<file path="src/rtl/pipeline_ctrl.sv">
// pipeline_ctrl -- hazard and stall controller for a 5-stage in-order pipeline.
//
// Decodes three stall sources and one flush source, then drives the per-stage
// hold/bubble controls by fixed priority:
//   1. data-memory wait  (mem_req && !mem_ready)
//   2. multiply/divide   (EX unit busy, muldiv_done low)
//   3. control redirect  (taken branch/jump resolved in EX)
//   4. load-use hazard   (ID reads the register a load in EX will write)
// Stall/bubble outputs are combinational so they act in the cycle the
// condition appears. All of them are forced low while rst is high.
//
// Ports
//   clk, rst                      clock (rising edge), async active-high reset
//   id_rs1, id_rs2                source registers of the ID instruction
//   id_uses_rs1, id_uses_rs2      ID instruction actually reads rs1 / rs2
//   ex_rd, ex_mem_read            destination register / load flag of EX op
//   mem_req, mem_ready            data-memory handshake for the MEM op
//   ex_muldiv_start, muldiv_done  mul/div issued in EX, result available
//   ex_redirect                   taken branch/jump in EX
//   *_stall                       hold the named pipeline register
//   *_bubble                      load a NOP into the named pipeline register
//   ctrl_state                    00 RUN, 01 MEM_WAIT, 10 MULDIV_WAIT
//   mem_timeout                   sticky: memory wait reached MEM_TIMEOUT cycles
//   stall_cycles                  saturating count of cycles with pc_stall high
module pipeline_ctrl #(
  parameter int MEM_TIMEOUT = 255,
  parameter int STALL_CNT_W = 16
) (
  input  logic                   clk,
  input  logic                   rst,
  input  logic [4:0]             id_rs1,
  input  logic [4:0]             id_rs2,
  input  logic                   id_uses_rs1,
  input  logic                   id_uses_rs2,
  input  logic [4:0]             ex_rd,
  input  logic                   ex_mem_read,
  input  logic                   mem_req,
  input  logic                   mem_ready,
  input  logic                   ex_muldiv_start,
  input  logic                   muldiv_done,
  input  logic                   ex_redirect,
  output logic                   pc_stall,
  output logic                   if_id_stall,
  output logic                   id_ex_stall,
  output logic                   ex_mem_stall,
  output logic                   if_id_bubble,
  output logic                   id_ex_bubble,
  output logic                   ex_mem_bubble,
  output logic                   mem_wb_bubble,
  output logic [1:0]             ctrl_state,
  output logic                   mem_timeout,
  output logic [STALL_CNT_W-1:0] stall_cycles
);

  typedef enum logic [1:0] {
    ST_RUN         = 2'b00,
    ST_MEM_WAIT    = 2'b01,
    ST_MULDIV_WAIT = 2'b10
  } state_t;

  // Memory-wait counter is at least 8 bits, wider if the timeout needs it.
  localparam int MW_RAW = $clog2(MEM_TIMEOUT + 1);
  localparam int MW_W   = (MW_RAW > 8) ? MW_RAW : 8;
  localparam logic [MW_W:0] TIMEOUT_V = (MW_W+1)'(MEM_TIMEOUT);

  state_t                 state_r;
  state_t                 state_nx_s;
  logic                   md_busy_r;
  logic [MW_W-1:0]        wait_cnt_r;
  logic                   timeout_r;
  logic [STALL_CNT_W-1:0] stall_cnt_r;

  logic                   mem_stall_s;
  logic                   load_use_s;
  logic                   muldiv_hold_s;
  logic                   redirect_s;
  logic [MW_W:0]          wait_cnt_nx_s;
  logic                   timeout_hit_s;

  // Hazard decode, gated off while in reset so every output is quiet.
  // md_busy_r keeps an in-flight mul/div visible across a MEM_WAIT detour,
  // where ctrl_state no longer shows MULDIV_WAIT.
  always_comb begin
    mem_stall_s   = 1'b0;
    load_use_s    = 1'b0;
    muldiv_hold_s = 1'b0;
    redirect_s    = 1'b0;
    if (rst) begin
      mem_stall_s   = 1'b0;
    end else begin
      mem_stall_s   = mem_req && !mem_ready;
      load_use_s    = ex_mem_read && (ex_rd != 5'd0) &&
                      ((id_uses_rs1 && (id_rs1 == ex_rd)) ||
                       (id_uses_rs2 && (id_rs2 == ex_rd)));
      muldiv_hold_s = !muldiv_done &&
                      (ex_muldiv_start || (state_r == ST_MULDIV_WAIT) || md_busy_r);
      redirect_s    = ex_redirect;
    end
  end

  // Priority resolution of stall/bubble controls and FSM next state.
  always_comb begin
    pc_stall      = 1'b0;
    if_id_stall   = 1'b0;
    id_ex_stall   = 1'b0;
    ex_mem_stall  = 1'b0;
    if_id_bubble  = 1'b0;
    id_ex_bubble  = 1'b0;
    ex_mem_bubble = 1'b0;
    mem_wb_bubble = 1'b0;
    state_nx_s    = ST_RUN;
    if (mem_stall_s) begin
      pc_stall      = 1'b1;
      if_id_stall   = 1'b1;
      id_ex_stall   = 1'b1;
      ex_mem_stall  = 1'b1;
      mem_wb_bubble = 1'b1;
      state_nx_s    = ST_MEM_WAIT;
    end else if (muldiv_hold_s) begin
      // Also covers an (illegal) redirect in the same cycle: the mul/div wins.
      pc_stall      = 1'b1;
      if_id_stall   = 1'b1;
      id_ex_stall   = 1'b1;
      ex_mem_bubble = 1'b1;
      state_nx_s    = ST_MULDIV_WAIT;
    end else if (redirect_s) begin
      if_id_bubble  = 1'b1;
      id_ex_bubble  = 1'b1;
    end else if (load_use_s) begin
      pc_stall      = 1'b1;
      if_id_stall   = 1'b1;
      id_ex_bubble  = 1'b1;
    end else begin
      state_nx_s    = ST_RUN;
    end
  end

  // Timeout fires in the wait cycle whose count (including itself) reaches
  // MEM_TIMEOUT, then the registered copy holds it until reset.
  always_comb begin
    wait_cnt_nx_s = {1'b0, wait_cnt_r} + {{MW_W{1'b0}}, 1'b1};
    timeout_hit_s = mem_stall_s && (wait_cnt_nx_s >= TIMEOUT_V);
  end

  assign ctrl_state   = state_r;
  assign mem_timeout  = timeout_r | timeout_hit_s;
  assign stall_cycles = stall_cnt_r;

  // FSM state and mul/div in-flight flag.
  always_ff @(posedge clk or posedge rst) begin
    if (rst) begin
      state_r   <= ST_RUN;
      md_busy_r <= 1'b0;
    end else begin
      state_r   <= state_nx_s;
      md_busy_r <= muldiv_hold_s;
    end
  end

  // Consecutive memory-wait counter (saturating) and sticky timeout flag.
  always_ff @(posedge clk or posedge rst) begin
    if (rst) begin
      wait_cnt_r <= {MW_W{1'b0}};
      timeout_r  <= 1'b0;
    end else begin
      if (mem_stall_s) begin
        if (wait_cnt_r != {MW_W{1'b1}}) begin
          wait_cnt_r <= wait_cnt_nx_s[MW_W-1:0];
        end else begin
          wait_cnt_r <= wait_cnt_r;
        end
      end else begin
        wait_cnt_r <= {MW_W{1'b0}};
      end
      timeout_r <= timeout_r | timeout_hit_s;
    end
  end

  // Saturating count of PC-stall cycles.
  always_ff @(posedge clk or posedge rst) begin
    if (rst) begin
      stall_cnt_r <= {STALL_CNT_W{1'b0}};
    end else if (pc_stall && (stall_cnt_r != {STALL_CNT_W{1'b1}})) begin
      stall_cnt_r <= stall_cnt_r + {{(STALL_CNT_W-1){1'b0}}, 1'b1};
    end else begin
      stall_cnt_r <= stall_cnt_r;
    end
  end

endmodule

</file>
<file path="config.mk">
export PLATFORM = sky130hd
export DESIGN_NAME = pipeline_ctrl
export DESIGN_NICKNAME = d
export VERILOG_FILES = /design/src/rtl/pipeline_ctrl.sv
export SDC_FILE = /design/constraint.sdc
export NUM_CORES = 1
export LEC_CHECK = 0
export BUFFER_PORTS_ARGS = -buffer_cell sky130_fd_sc_hd__buf_2
export CORE_AREA = 2 2 60 62
export DETAILED_ROUTE_END_ITERATION = 12
export DIE_AREA = 0 0 62 64
export GPL_ROUTABILITY_DRIVEN = 0
export PLACE_DENSITY = 0.84
export SYNTH_ARGS = -nofsm -noshare
export SYNTH_HDL_FRONTEND = slang
export SYNTH_SLANG_ARGS = --single-unit
</file>
<file path="constraint.sdc">
create_clock -name clk -period 2.4 [get_ports clk]
set_input_delay 0.24 -clock clk [delete_from_list [all_inputs] [get_ports clk]]
set_output_delay 0.24 -clock clk [all_outputs]
set_load 0.01 [all_outputs]
</file>
==> flow_metrics.py <==
metrics = {
    "detailed_routing": {
        "top_layer_used": "met4",
        "num_vias": 1359,
        "drt_iter0_markers": 55,
        "dr.pass1.iters": 4,
        "ant_nets": 0,
        "wl_met1_mm": 1.33,
        "dr_wl_met3_microns": 104,
        "via_per_inst": 5.31,
        "wl_met2_mm": 1.80,
        "post_drt_wl_per_cell_microns": 13.0,
        "remaining_drc_errors": 0,
        "drt-total-wl_mm": 3.33,
    },
    "timing": {
        "maxSlewViolCount": 0,
        "hold_ws_ns": 0.0211,
        "tightest_slew_ns": 0.483,
        "layout_setup_ws_ns": 0.172,
        "max-slew-margin-rel_pct": 67.7,
        "fin_tns_setup_ns": 0,
        "layout_min_cycle_time_ns": 2.23,
        "post-route-period-util_pct": 92.8,
        "fmax_ghz": 0.449,
        "rsz0062_at_grt": "false",
        "hold_viol": 0,
        "finalSetupViolations": 0,
        "fin_skew_ns": 0.00806,
    },
    "power": {
        "leakagePower_nw": 0.997,
        "power.density_nw_per_um2": 577,
        "ir_drop_mv": 0.369,
    },
    "logic_synthesis": {
        "syn-num-nets": 181,
        "ys_types": 42,
        "yosysWarnings": 0,
        "yosysSeqAreaShare_pct": 43.6,
        "synth-seq-cells": 28,
        "async_reset_ff_share_pct": 100,
        "synthFlopType": "dfrtp_1",
        "synth-edff-count": 0,
        "syn_inst": 153,
        "avgSynthCellArea_sq_um": 10.5,
        "netlist_area_sq_um": 1610,
    },
    "clocking": {
        "cts_resized": 0,
        "cts_tree": "yes",
        "clkTransAtPathRegs_ns": 0.15,
        "postCtsSetupBuffers": 0,
        "cts_made_buffers": 3,
        "clk_latency_ns": 0.33,
        "clk_path_buf_depth": 2,
        "cts.sinks": 28,
        "hold_buffers": 0,
        "htreeDepth": 1,
        "clockRootBuffer": "clkbuf_4",
    },
    "floorplan": {
        "die_y_microns": 64,
        "row_count": 21,
        "io_pins": 52,
        "start_util_pct": 48.9,
        "fp.dieW_microns": 62,
        "die-area_sq_um": 3970,
        "core_sq_um": 3280,
    },
    "placed_design": {
        "dp_hpwl_mm": 2.59,
        "io_buffers": 51,
        "dp_slack_ns": 0.289,
        "placed_cells": 252,
    },
    "finish": {
        "final_cell_mix": "buf_2 (51), dfrtp_1 (27), xnor2_1 (17)",
        "antenna_cells": 0,
        "final_common_cell": "buf_2",
        "area_growth_pct": 23.5,
        "drive_gt1_share_pct": 35.2,
        "nets": 239,
        "finalNonFillerCells": 256,
    },
    "setup_path": {
        "crit_type": "flip-flop to primary output",
        "crit_arrival_ns": 1.99,
        "required_ns": 2.16,
        "r2r_slack_ns": 0.26,
        "endpoint_kind": "primary output",
        "crit_path_max_fanout": 6,
        "critPathLaunchType": "flip-flop",
    },
    "global_routing": {
        "antenna_found_initial": 0,
        "grt_usage_pct": 19.7,
        "grt_start_max_net_pins": 31,
        "overflow": 0,
        "grt_pass1_wl_mm": 5.95,
        "grt_pass1_vias": 1382,
    },
    "outcome": {
        "status": "finished clean",
    },
    "run": {
        "cap_viol_max_count": 0,
    },
    "hold_path": {
        "worstHoldPathType": "primary input to async pin",
    },
}
-- stage by stage --
stage          power, mW  area, sq um  util (%)
2_1_floorplan      0.734         1610         -
3_3_place_gp       0.843         1930      58.8
3_5_place_dp       0.853         1930      58.8
4_1_cts             1.16         1980      60.4
5_1_grt             1.23         1980      60.4
6_report            1.15         1980      60.4
-- Yosys cell counts, types with 2 or more instances --
library cell | n | area (sq um)
xnor2_1 | 17 | 149
dfrtp_1 | 28 | 701
a211oi_1 | 2 | 15.0
buf_4 | 3 | 22.5
nand3_2 | 5 | 50.1
inv_1 | 9 | 33.8
xor2_1 | 9 | 78.8
and3_1 | 11 | 68.8
nor2_1 | 12 | 45.0
nand2_1 | 5 | 18.8
ha_1 | 3 | 37.5
nand3_1 | 6 | 30.0
nor4_1 | 2 | 12.5
nand4_1 | 6 | 37.5
o21ai_0 | 2 | 10.0
a21oi_1 | 7 | 35.0
-- per-layer routing --
metal | track usage [%] | vias up
met1 | 24.8 | 655
met5 | 0 | -
met3 | 1.21 | 9
li1 | - | 651
met4 | 9.04 | 0
met2 | 33.3 | 44
-- report_power, final --
part           switching [mW]  leakage (nW)  internal [mW]
clock network           0.138        0.0279          0.169
registers              0.0572         0.367          0.523
logic                   0.132         0.602          0.127
-- final timing paths --
| path | startpoint | endpoint | depth (start not counted) |
|---|---|---|---|
| worst max-delay path | wait_cnt_r[0] | mem_timeout | 8 |
| worst min-delay path | rst | stall_cycles[0] | 3 |
| worst max register to register | stall_cycles[0] | stall_cycles[1] | 6 |
| worst min register to register | timeout_r | timeout_r | 2 |
| max in group asynchronous | rst | wait_cnt_r[0] | 3 |
| min in group clk | muldiv_done | md_busy_r | 2 |
-- layout make-up --
class	count	area (sq um)
Fill cell	280	1300
Sequential cell	28	702
Clock inverter	1	30.0
Timing Repair Buffer	57	300
Inverter	9	33.8
Tap cell	46	57.6
Multi-Input combinational cell	112	838
Clock buffer	3	22.5
-- sequential cells by signal, indices dropped and copies added (netlist names) --
name and cells:
ctrl_state 2, md_busy_r 1, stall_cycles 16, timeout_r 1, wait_cnt_r 8
-- kinds of logic (layout without fill, tap and decap cells) --
family | Yosys count | count (layout) | synth area share (%)
buf+inv | 13 | 70 | 4.21
simple gates | 60 | 60 | 23.5
fa+ha+maj | 3 | 3 | 2.34
mux | 2 | 2 | 1.32
xor+xnor | 27 | 27 | 15.2
flops | 28 | 28 | 43.6
compound gates | 20 | 20 | 9.81
-- worst max-delay path, stage by stage (launching register included) --
cell and delay (ns):
dfrtp_2 0.44, inv_1 0.06, ha_1 0.30, nor2_1 0.09, nor2_1 0.05, o21ai_0 0.18, a21oi_1 0.10, o31ai_1 0.25
buf_2 0.18
(Power assumes the default switching activity.)
